`config.mk`:
```
export PLATFORM = sky130hd
export DESIGN_NAME = busca_instrucao_flat
export DESIGN_NICKNAME = d
export VERILOG_FILES = /design/src/rtl/busca_instrucao_if.sv /design/src/rtl/busca_instrucao.sv /design/src/flat_wrapper.sv
export SDC_FILE = /design/constraint.sdc
export NUM_CORES = 1
export LEC_CHECK = 0
export BUFFER_PORTS_ARGS = -buffer_cell sky130_fd_sc_hd__buf_2
export CAP_MARGIN = 40
export CORE_ASPECT_RATIO = 2
export CORE_MARGIN = 3
export CORE_UTILIZATION = 57
export CTS_CLUSTER_DIAMETER = 120
export CTS_CLUSTER_SIZE = 14
export DETAILED_ROUTE_END_ITERATION = 10
export PLACE_DENSITY_LB_ADDON = 0.3
export SYNTH_ARGS = -nofsm -noshare
export SYNTH_HDL_FRONTEND = slang
export SYNTH_SLANG_ARGS = --single-unit
```
`constraint.sdc`:
```
create_clock -name clk -period 4.1 [get_ports clk]
set_clock_uncertainty 0.05 [all_clocks]
set_input_delay 0.82 -clock clk [delete_from_list [all_inputs] [get_ports clk]]
set_output_delay 0.82 -clock clk [all_outputs]
set_load 0.01 [all_outputs]
```
`src/rtl/busca_instrucao_if.sv`:
```
// Fetch-stage bus bundle: instruction-memory request/response, PC redirect
// from execute, and the instruction handoff to decode.
interface busca_instrucao_if #(
    parameter int BITSPC    = 64,
    parameter int BITSINSTR = 32
);
    logic                 mem_req_valid;
    logic                 mem_req_ready;
    logic [BITSPC-1:0]    mem_req_addr;
    logic                 mem_resp_valid;
    logic [BITSINSTR-1:0] mem_resp_data;
    logic                 redirect;
    logic [BITSPC-1:0]    redirect_pc;
    logic                 instr_valid;
    logic                 instr_ready;
    logic [BITSINSTR-1:0] instr;
    logic [BITSPC-1:0]    instr_pc;

    modport master (
        output mem_req_valid, mem_req_addr, instr_valid, instr, instr_pc,
        input  mem_req_ready, mem_resp_valid, mem_resp_data, redirect, redirect_pc, instr_ready
    );

    modport slave (
        input  mem_req_valid, mem_req_addr, instr_valid, instr, instr_pc,
        output mem_req_ready, mem_resp_valid, mem_resp_data, redirect, redirect_pc, instr_ready
    );
endinterface

```
`src/rtl/busca_instrucao.sv`:
```
// RV64 instruction fetch: owns the PC, keeps up to DEPTH reads in flight and
// queues returned words with their PC; redirects flush and drop stale replies.
module busca_instrucao #(
    parameter int                BITSPC    = 64,
    parameter int                BITSINSTR = 32,
    parameter logic [BITSPC-1:0] RESET_PC  = '0,
    parameter int                DEPTH     = 2
) (
    input logic               clk,
    input logic               rst_n,
    busca_instrucao_if.master bus
);
    localparam int CW = $clog2(DEPTH + 1);
    localparam int PW = (DEPTH > 1) ? $clog2(DEPTH) : 1;
    localparam logic [CW:0] DEPTH_W = (CW + 1)'(DEPTH);

    typedef enum logic [1:0] {INICIO, BUSCA, DESCARTE} estado_t;

    typedef struct packed {
        logic [BITSINSTR-1:0] instr;
        logic [BITSPC-1:0]    pc;
    } entrada_t;

    estado_t                      estado;
    logic [BITSPC-1:0]            pc;
    logic [CW-1:0]                count, pend, stale;
    logic [CW-1:0]                pend_nxt, stale_nxt;
    logic [CW:0]                  occ;
    entrada_t [DEPTH-1:0]         fila;
    logic [DEPTH-1:0][BITSPC-1:0] fila_end;
    logic [PW-1:0]                q_wr, q_rd, a_wr, a_rd;
    logic                         req_fire, resp, enq, pop;
    logic                         unused_bits;

    function automatic logic [PW-1:0] inc(input logic [PW-1:0] p);
        return (p == PW'(DEPTH - 1)) ? '0 : p + 1'b1;
    endfunction

    assign occ      = {1'b0, count} + {1'b0, pend};
    assign req_fire = bus.mem_req_valid && bus.mem_req_ready;
    assign resp     = bus.mem_resp_valid;
    assign enq      = resp && (stale == '0) && !bus.redirect;
    assign pop      = bus.instr_valid && bus.instr_ready;

    // Counting in-flight requests together with queued ones guarantees a slot
    // for every response, so the queue never needs to push back on memory.
    assign bus.mem_req_valid = (estado == BUSCA) && !bus.redirect && (occ < DEPTH_W);
    assign bus.mem_req_addr  = pc;
    assign bus.instr_valid   = (count != '0) && !bus.redirect;
    assign bus.instr         = fila[q_rd].instr;
    assign bus.instr_pc      = fila[q_rd].pc;
    assign unused_bits       = ^bus.redirect_pc[1:0];

    // A redirect turns whatever is still outstanding after this cycle's
    // response into stale traffic; no request is issued on that cycle.
    always_comb begin
        pend_nxt  = pend + CW'(req_fire) - CW'(resp);
        stale_nxt = stale;
        if (bus.redirect)
            stale_nxt = pend_nxt;
        else if (resp && (stale != '0))
            stale_nxt = stale - CW'(1);
    end

    always_ff @(posedge clk or negedge rst_n) begin
        if (!rst_n) begin
            estado   <= INICIO;
            pc       <= RESET_PC;
            count    <= '0;
            pend     <= '0;
            stale    <= '0;
            fila     <= '0;
            fila_end <= '0;
            q_wr     <= '0;
            q_rd     <= '0;
            a_wr     <= '0;
            a_rd     <= '0;
        end else begin
            pend   <= pend_nxt;
            stale  <= stale_nxt;
            estado <= (stale_nxt != '0) ? DESCARTE : BUSCA;

            // The address FIFO tracks every outstanding request, stale or not,
            // so it stays aligned with the in-order response stream.
            if (req_fire) begin
                fila_end[a_wr] <= pc;
                a_wr           <= inc(a_wr);
            end
            if (resp)
                a_rd <= inc(a_rd);

            if (bus.redirect) begin
                pc    <= {bus.redirect_pc[BITSPC-1:2], 2'b00};
                count <= '0;
                q_wr  <= '0;
                q_rd  <= '0;
            end else begin
                if (req_fire)
                    pc <= pc + BITSPC'(4);
                if (enq) begin
                    fila[q_wr].instr <= bus.mem_resp_data;
                    fila[q_wr].pc    <= fila_end[a_rd];
                    q_wr             <= inc(q_wr);
                end
                if (pop)
                    q_rd <= inc(q_rd);
                count <= count + CW'(enq) - CW'(pop);
            end
        end
    end
endmodule

```
`src/flat_wrapper.sv`:
```
// flat-port wrapper written by rule: the top's interface ports become plain ports
module busca_instrucao_flat 
#(
    parameter int                BITSPC    = 64,
    parameter int                BITSINSTR = 32,
    parameter logic [BITSPC-1:0] RESET_PC  = '0,
    parameter int                DEPTH     = 2
)
  (clk, rst_n, bus_mem_req_valid, bus_mem_req_addr, bus_instr_valid, bus_instr, bus_instr_pc, bus_mem_req_ready, bus_mem_resp_valid, bus_mem_resp_data, bus_redirect, bus_redirect_pc, bus_instr_ready);
  busca_instrucao_if #(.BITSPC(BITSPC), .BITSINSTR(BITSINSTR)) bus_i ();
  input logic clk;
  input logic rst_n;
  output wire logic [$bits(bus_i.mem_req_valid)-1:0] bus_mem_req_valid;
  output wire logic [$bits(bus_i.mem_req_addr)-1:0] bus_mem_req_addr;
  output wire logic [$bits(bus_i.instr_valid)-1:0] bus_instr_valid;
  output wire logic [$bits(bus_i.instr)-1:0] bus_instr;
  output wire logic [$bits(bus_i.instr_pc)-1:0] bus_instr_pc;
  input wire logic [$bits(bus_i.mem_req_ready)-1:0] bus_mem_req_ready;
  input wire logic [$bits(bus_i.mem_resp_valid)-1:0] bus_mem_resp_valid;
  input wire logic [$bits(bus_i.mem_resp_data)-1:0] bus_mem_resp_data;
  input wire logic [$bits(bus_i.redirect)-1:0] bus_redirect;
  input wire logic [$bits(bus_i.redirect_pc)-1:0] bus_redirect_pc;
  input wire logic [$bits(bus_i.instr_ready)-1:0] bus_instr_ready;
  assign bus_mem_req_valid = bus_i.mem_req_valid;
  assign bus_mem_req_addr = bus_i.mem_req_addr;
  assign bus_instr_valid = bus_i.instr_valid;
  assign bus_instr = bus_i.instr;
  assign bus_instr_pc = bus_i.instr_pc;
  assign bus_i.mem_req_ready = bus_mem_req_ready;
  assign bus_i.mem_resp_valid = bus_mem_resp_valid;
  assign bus_i.mem_resp_data = bus_mem_resp_data;
  assign bus_i.redirect = bus_redirect;
  assign bus_i.redirect_pc = bus_redirect_pc;
  assign bus_i.instr_ready = bus_instr_ready;
  busca_instrucao #(.BITSPC(BITSPC), .BITSINSTR(BITSINSTR), .RESET_PC(RESET_PC), .DEPTH(DEPTH)) u_core (.clk(clk), .rst_n(rst_n), .bus(bus_i));
endmodule
```
======== Yosys cells after proc, flatten, opt, wreduce, memory -nomap -nowiden ========
Cells that the tools add are included.
cells by class
  $add $sub $neg .......................... 11
  magnitude comparators ................... 7
  equality and inequality tests ........... 1
  muxes and demuxes ....................... 27
  bitwise gates (word level) .............. 1
  reductions and logical operators ........ 19
operator list
  kind                   count
  $bwmux 192             2
  $mux 64                6
  $mux 96                3
  $demux 96 s1           2
  $bwmux 128             1
  $add 64x3->64 const B  1
  $demux 64 s1           1
  $reduce_bool 2->1      6
  $logic_and 1x1->1      10
  $lt 1x2->1 const B     4
  $mux 1                 8
  $mux 2                 4
  $add 1x1->1 const B    4
  $add 2x1->2            2
  $sub 2x1->2            2
  $add 2x2->3            1
  $lt 3x2->1 const B     1
  $eq 2x1->1 const B     1
  $ge 1x1->1 const B     2
  $logic_not 2->1        1
  $reduce_and 2->1       1
  $sub 2x1->2 const B    1
  $logic_not 1->1        1
  $not 1->1              1
storage, ports and cells
  bits in registers ....................... 396
  input bits .............................. 102
  output and inout bits ................... 162
  word-level logic and storage cells ...... 81

======== Logic depth before layout (Yosys ltp) ========
  depth after elaboration ................. 9
  mapped depth ............................ 15
  depth with buffers taken out ............ 13

======== Worst setup path before layout ========
No wires, ideal clock.
  kind .................................... register to register
  from .................................... register u_core.count[0]
  to ...................................... register u_core.estado[1]
  library setup time ...................... 0.118 ns
  data arrival time ....................... 2.905 ns
  data required time ...................... 3.932 ns
  slack ................................... 1.027 ns
  stages on the path, launching flop included .. 16
  path buffers ............................ 2
  clock period less this slack ............ 3.073 ns
  cells stage by stage .................... dfrtp_1 -> inv_1 -> nor2_1 -> fa_1 -> nor4b_1 -> nand2_1 -> inv_2 -> buf_1 -> buf_1 -> ha_1 -> xnor2_1 -> xnor2_1 -> nand2_1 -> o21ai_0 -> nor2_1 -> inv_1
on the way
  word-level cells in the longest chain between the ends .. 9
RTL lines
  what                     line                    source
  start, declared          busca_instrucao.sv:26   logic [CW-1:0] count, pend, stale;
  start signal, assigned   busca_instrucao.sv:107  count <= count + CW'(enq) - CW'(pop);
  $add 2x2->3              busca_instrucao.sv:39   assign occ = {1'b0, count} + {1'b0, pend};
  $lt 3x2->1               busca_instrucao.sv:47   assign bus.mem_req_valid = (estado == BUSCA) && !bus.redirect && (occ < DEPTH_W);
  $logic_and 1x1->1        busca_instrucao.sv:47
  $logic_and 1x1->1        busca_instrucao.sv:40   assign req_fire = bus.mem_req_valid && bus.mem_req_ready;
  net u_core.req_fire      busca_instrucao.sv:32   logic req_fire, resp, enq, pop;
  $add 2x1->2              busca_instrucao.sv:57   pend_nxt = pend + CW'(req_fire) - CW'(resp);
  $sub 2x1->2              busca_instrucao.sv:57
  net u_core.pend_nxt[1]   busca_instrucao.sv:27   logic [CW-1:0] pend_nxt, stale_nxt;
  $mux 2                   busca_instrucao.sv:59   if (bus.redirect)
  net u_core.stale_nxt[1]  busca_instrucao.sv:27
  $reduce_bool 2->1        busca_instrucao.sv:81   estado <= (stale_nxt != '0) ? DESCARTE : BUSCA;
  $mux 2                   busca_instrucao.sv:81
  end signal, assigned     busca_instrucao.sv:81
  end, declared            busca_instrucao.sv:24   estado_t estado;
The timed path passes the listed nets, and every way through them passes these cells.
A chain may end at the register's enable or synchronous reset.

======== Final worst setup path ========
  from .................................... register u_core.count[0]
  to ...................................... register u_core.fila_end[14] (netlist name)
on the way
  word-level cells in the longest chain between the ends .. 4
RTL lines
  what                           line                   source
  $add 2x2->3                    busca_instrucao.sv:39
  $lt 3x2->1                     busca_instrucao.sv:47
  $logic_and 1x1->1              busca_instrucao.sv:47
  $logic_and 1x1->1              busca_instrucao.sv:40
  end signal, assigned by index  busca_instrucao.sv:86  fila_end[a_wr] <= pc;
  end, declared                  busca_instrucao.sv:30  logic [DEPTH-1:0][BITSPC-1:0] fila_end;
Every way passes these cells.

==> summary.md <==
| Metric | Value |
|---|---|
| Syn-to-layout area delta | `13.9%` |
| Post-CTS Setup Bufs | `0` |
| Post-cts sizing count | `0` |
| GRT Util Overall | `27.1%` |
| Die height | `around 260 µm` |
| Drt total wl | `about 46000 µm` |
| Crit-path max FO | `79` |
| FF+latch count, synth | `388` |
| 1st-pass router iterations | `8` |
| Storage cell area | `~9700 µm²` |
| Setup tns final | `0 ns` |
| Core Box Area | `around 31000 µm²` |
| Clock Pin Slew Worst Setup and Hold Paths | `around 0.070 ns` |
| Initial core utilization | `between 50% and 60%` |
| Asr flop ratio synth | `100%` |
| DR vias | `between 10000 and 15000` |
| Row count | `a little over 90` |
| Synth Flop Type | `dfrtp_1` |
| Wire per inst | `roughly 21 µm` |
| Layout cells sized above 1 | `35.5%` |
| Routed Antenna Nets | `0` |
| Maximum clock rate | `295 MHz` |
| Leak Pwr | `between 9 and 10 nW` |
| Total I/O pin count | `~260` |
| Critical path type | `reg -> reg` |
| Mapped cell area | `between 15000 and 20000 µm²` |
| First-pass GRT wire length | `around 74000 µm` |
| Vias in the first global route | `13700` |
| Antenna violations before repair | `16` |
| H-tree Lvls | `1` |
| Clock Path Buffers | `3` |
| TritonCTS clock tree | `yes` |
| Yosys warning total | `0` |
| Worst path required time | `around 4.5 ns` |
| DRC violations left | `0` |
| Tmin final | `roughly 3.4 ns` |
| Tightest Pin Transition | `between 0.8 and 0.9 ns` |
| IO Port Bufs | `approximately 260` |
| MaxCap Viol Count | `0` |
| Worst path arrival time | `3.80 ns` |
| Worst vdd ir | `roughly 0.46 mV` |
| Largest net degree at the start of global routing | `around 130` |
| CP endpoint kind | `flip-flop` |
| Hold Buf Count CTS | `0` |
| Gp weighted congestion | `0.879` |
| Post-DP HPWL | `about 32000 µm` |
| Grt ovf | `0` |
| Slew Limit Headroom | `a little over two fifths` |
| Startpoint types | `flip-flop` |
| Fin area | `approximately 20000 µm²` |
| Multi-input gate area | `around 7700 µm²` |
| Initial detailed-routing violation count | `approximately 800` |
| Final Hold Viols | `0` |
| Hold Path Class | `in -> async` |
| Die area | `between 30000 and 40000 µm²` |
| Post-synthesis cell type count | `65` |
| Register area share after synthesis | `a little over half` |
| Avg Inst Size Synth | `11.5 µm²` |
| Total clock buffers created by CTS | `31` |
| Final #Nets | `about 1900` |
| Clock net sink count | `between 300 and 400` |
| Final setup fails | `0` |
| Number of max-slew violations in the final report | `0` |
| Worst skew pair latency | `slightly below 0.6 ns` |
| Root Driver | `clkbuf_16` |
| RSZ-0062 raised after global routing | `no` |
| Die W | `between 100 and 150 µm` |
| Overall power | `roughly 0.013 W` |
| Gate Count Post-Synth | `between 1500 and 2000` |
| Vias per cell | `6.01` |
| Post-DP Area | `roughly 20000 µm²` |
| Status | `finished, final reports clean` |
| EDFF count, synth | `0` |
| Fillers | `about 2500` |
| PD cells | `roughly 660 nW/µm²` |
| Post-route clock period utilization | `between 80 and 90%` |
-- stage by stage --
stage          cells  worst slack [ns]  utilization, %  hold slack (ns)
5_1_grt         2198             0.518            65.9            0.263
6_report        2200             0.705            65.9            0.205
2_1_floorplan   1564              1.03               -            0.394
3_3_place_gp    2154             0.817            63.1            0.405
3_5_place_dp    2155             0.780            63.2            0.414
4_1_cts         2190             0.677            65.8            0.246
-- cell usage after synthesis (all sizes together) (12+ instances only) --
cell type	count	area share, %
nand2	161	3.4
o311ai	13	0.64
and2	15	0.54
inv	15	0.31
clkbuf	78	1.8
nand3	42	1.2
nor3	16	0.54
and3	19	0.72
mux2i	67	3.7
dfrtp	388	54
nand4	26	0.99
or4	12	0.52
mux2	281	18
buf	30	0.91
o211ai	18	0.75
nor2	94	2.0
o21ai	103	2.9
a21oi	82	2.3
nor4	14	0.68
-- routing by layer --
layer	GRT usage [%]	up-vias	share of wire, %
met5	0	-	0.12
li1	-	6005	-
met1	31.9	6604	37
met4	12.9	10	4.4
met3	3.71	125	5.3
met2	48.5	468	53
-- cell type report --
cell class,instances,share of cell area [%]
inverters,15,0.276
clock buffers,33,3.84
multi-input cells,1052,37.7
diodes,10,0.123
well taps,418,2.56
clock inverters,2,0.190
flip-flops and latches,388,47.6
repair buffers,282,7.71
-- critical path, stage by stage (launching register included) --
cell	delay, ns
dfrtp_1	0.35
inv_1	0.07
nor2_1	0.13
fa_1	0.43
nor4b_1	0.58
nand2_2	0.13
buf_4	0.41
nor2_4	0.18
buf_4	0.49
mux2_2	0.41
-- power breakdown --
part | leakage, nW | switching [W] | internal (W)
logic | 4.19 | 0.00209 | 0.00228
registers | 4.99 | 0.00102 | 0.00533
clock network | 0.403 | 0.00130 | 0.00140
total | 9.58 | 0.00441 | 0.00901
-- flip-flops by register name, indices dropped and copies added (netlist names), 2 cells and up --
register                 flops
u_core.count                 2
u_core.pend                  2
u_core.estado                2
u_core.stale                 2
u_core.bus.mem_req_addr     62
u_core.fila                190
u_core.fila_end            124
-- worst paths after layout --
kind / to / cells past startpoint / slack [ns] / startpoint
hold reg to reg: u_core.fila[132] / 2 / 0.43 / u_core.fila[132]
min in group clk: u_core.bus.mem_req_addr[45] / 3 / 0.38 / bus_redirect_pc[45]
setup reg to reg: u_core.fila_end[14] / 9 / 0.70 / u_core.count[0]
setup / recovery: u_core.fila_end[14] / 9 / 0.70 / u_core.count[0]
hold / removal: u_core.fila[71] / 1 / 0.20 / rst_n
max in group asynchronous: u_core.a_wr / 2 / 2.84 / rst_n
-- logic make-up after synthesis --
logic type	count (synthesis)	synth area share [%]
AND/OR/NAND/NOR	427	11.8
flip-flops	388	54.2
multiplexers	348	21.4
AO/OA/AOI/OAI	258	8.54
buffers and inverters	124	3.08
XOR/XNOR	10	0.489
adder cells (fa/ha/maj)	7	0.530
other	1	0.0209
-- cells in the final DEF (no fill, tap or decap), types with 13 or more instances in the layout --
master and n:
o21ai_0 102, nand3_1 41, buf_4 16, nor3_1 13
nand4_1 25, o211ai_1 18, a21oi_1 82, and3_1 14
o311ai_0 13, inv_1 14, dfrtp_1 386, clkbuf_16 31
and2_1 14, nor2_1 92, buf_2 258, nand2_1 158
mux2i_1 67, mux2_2 281
Note: power is estimated with default switching activity, not from simulation.
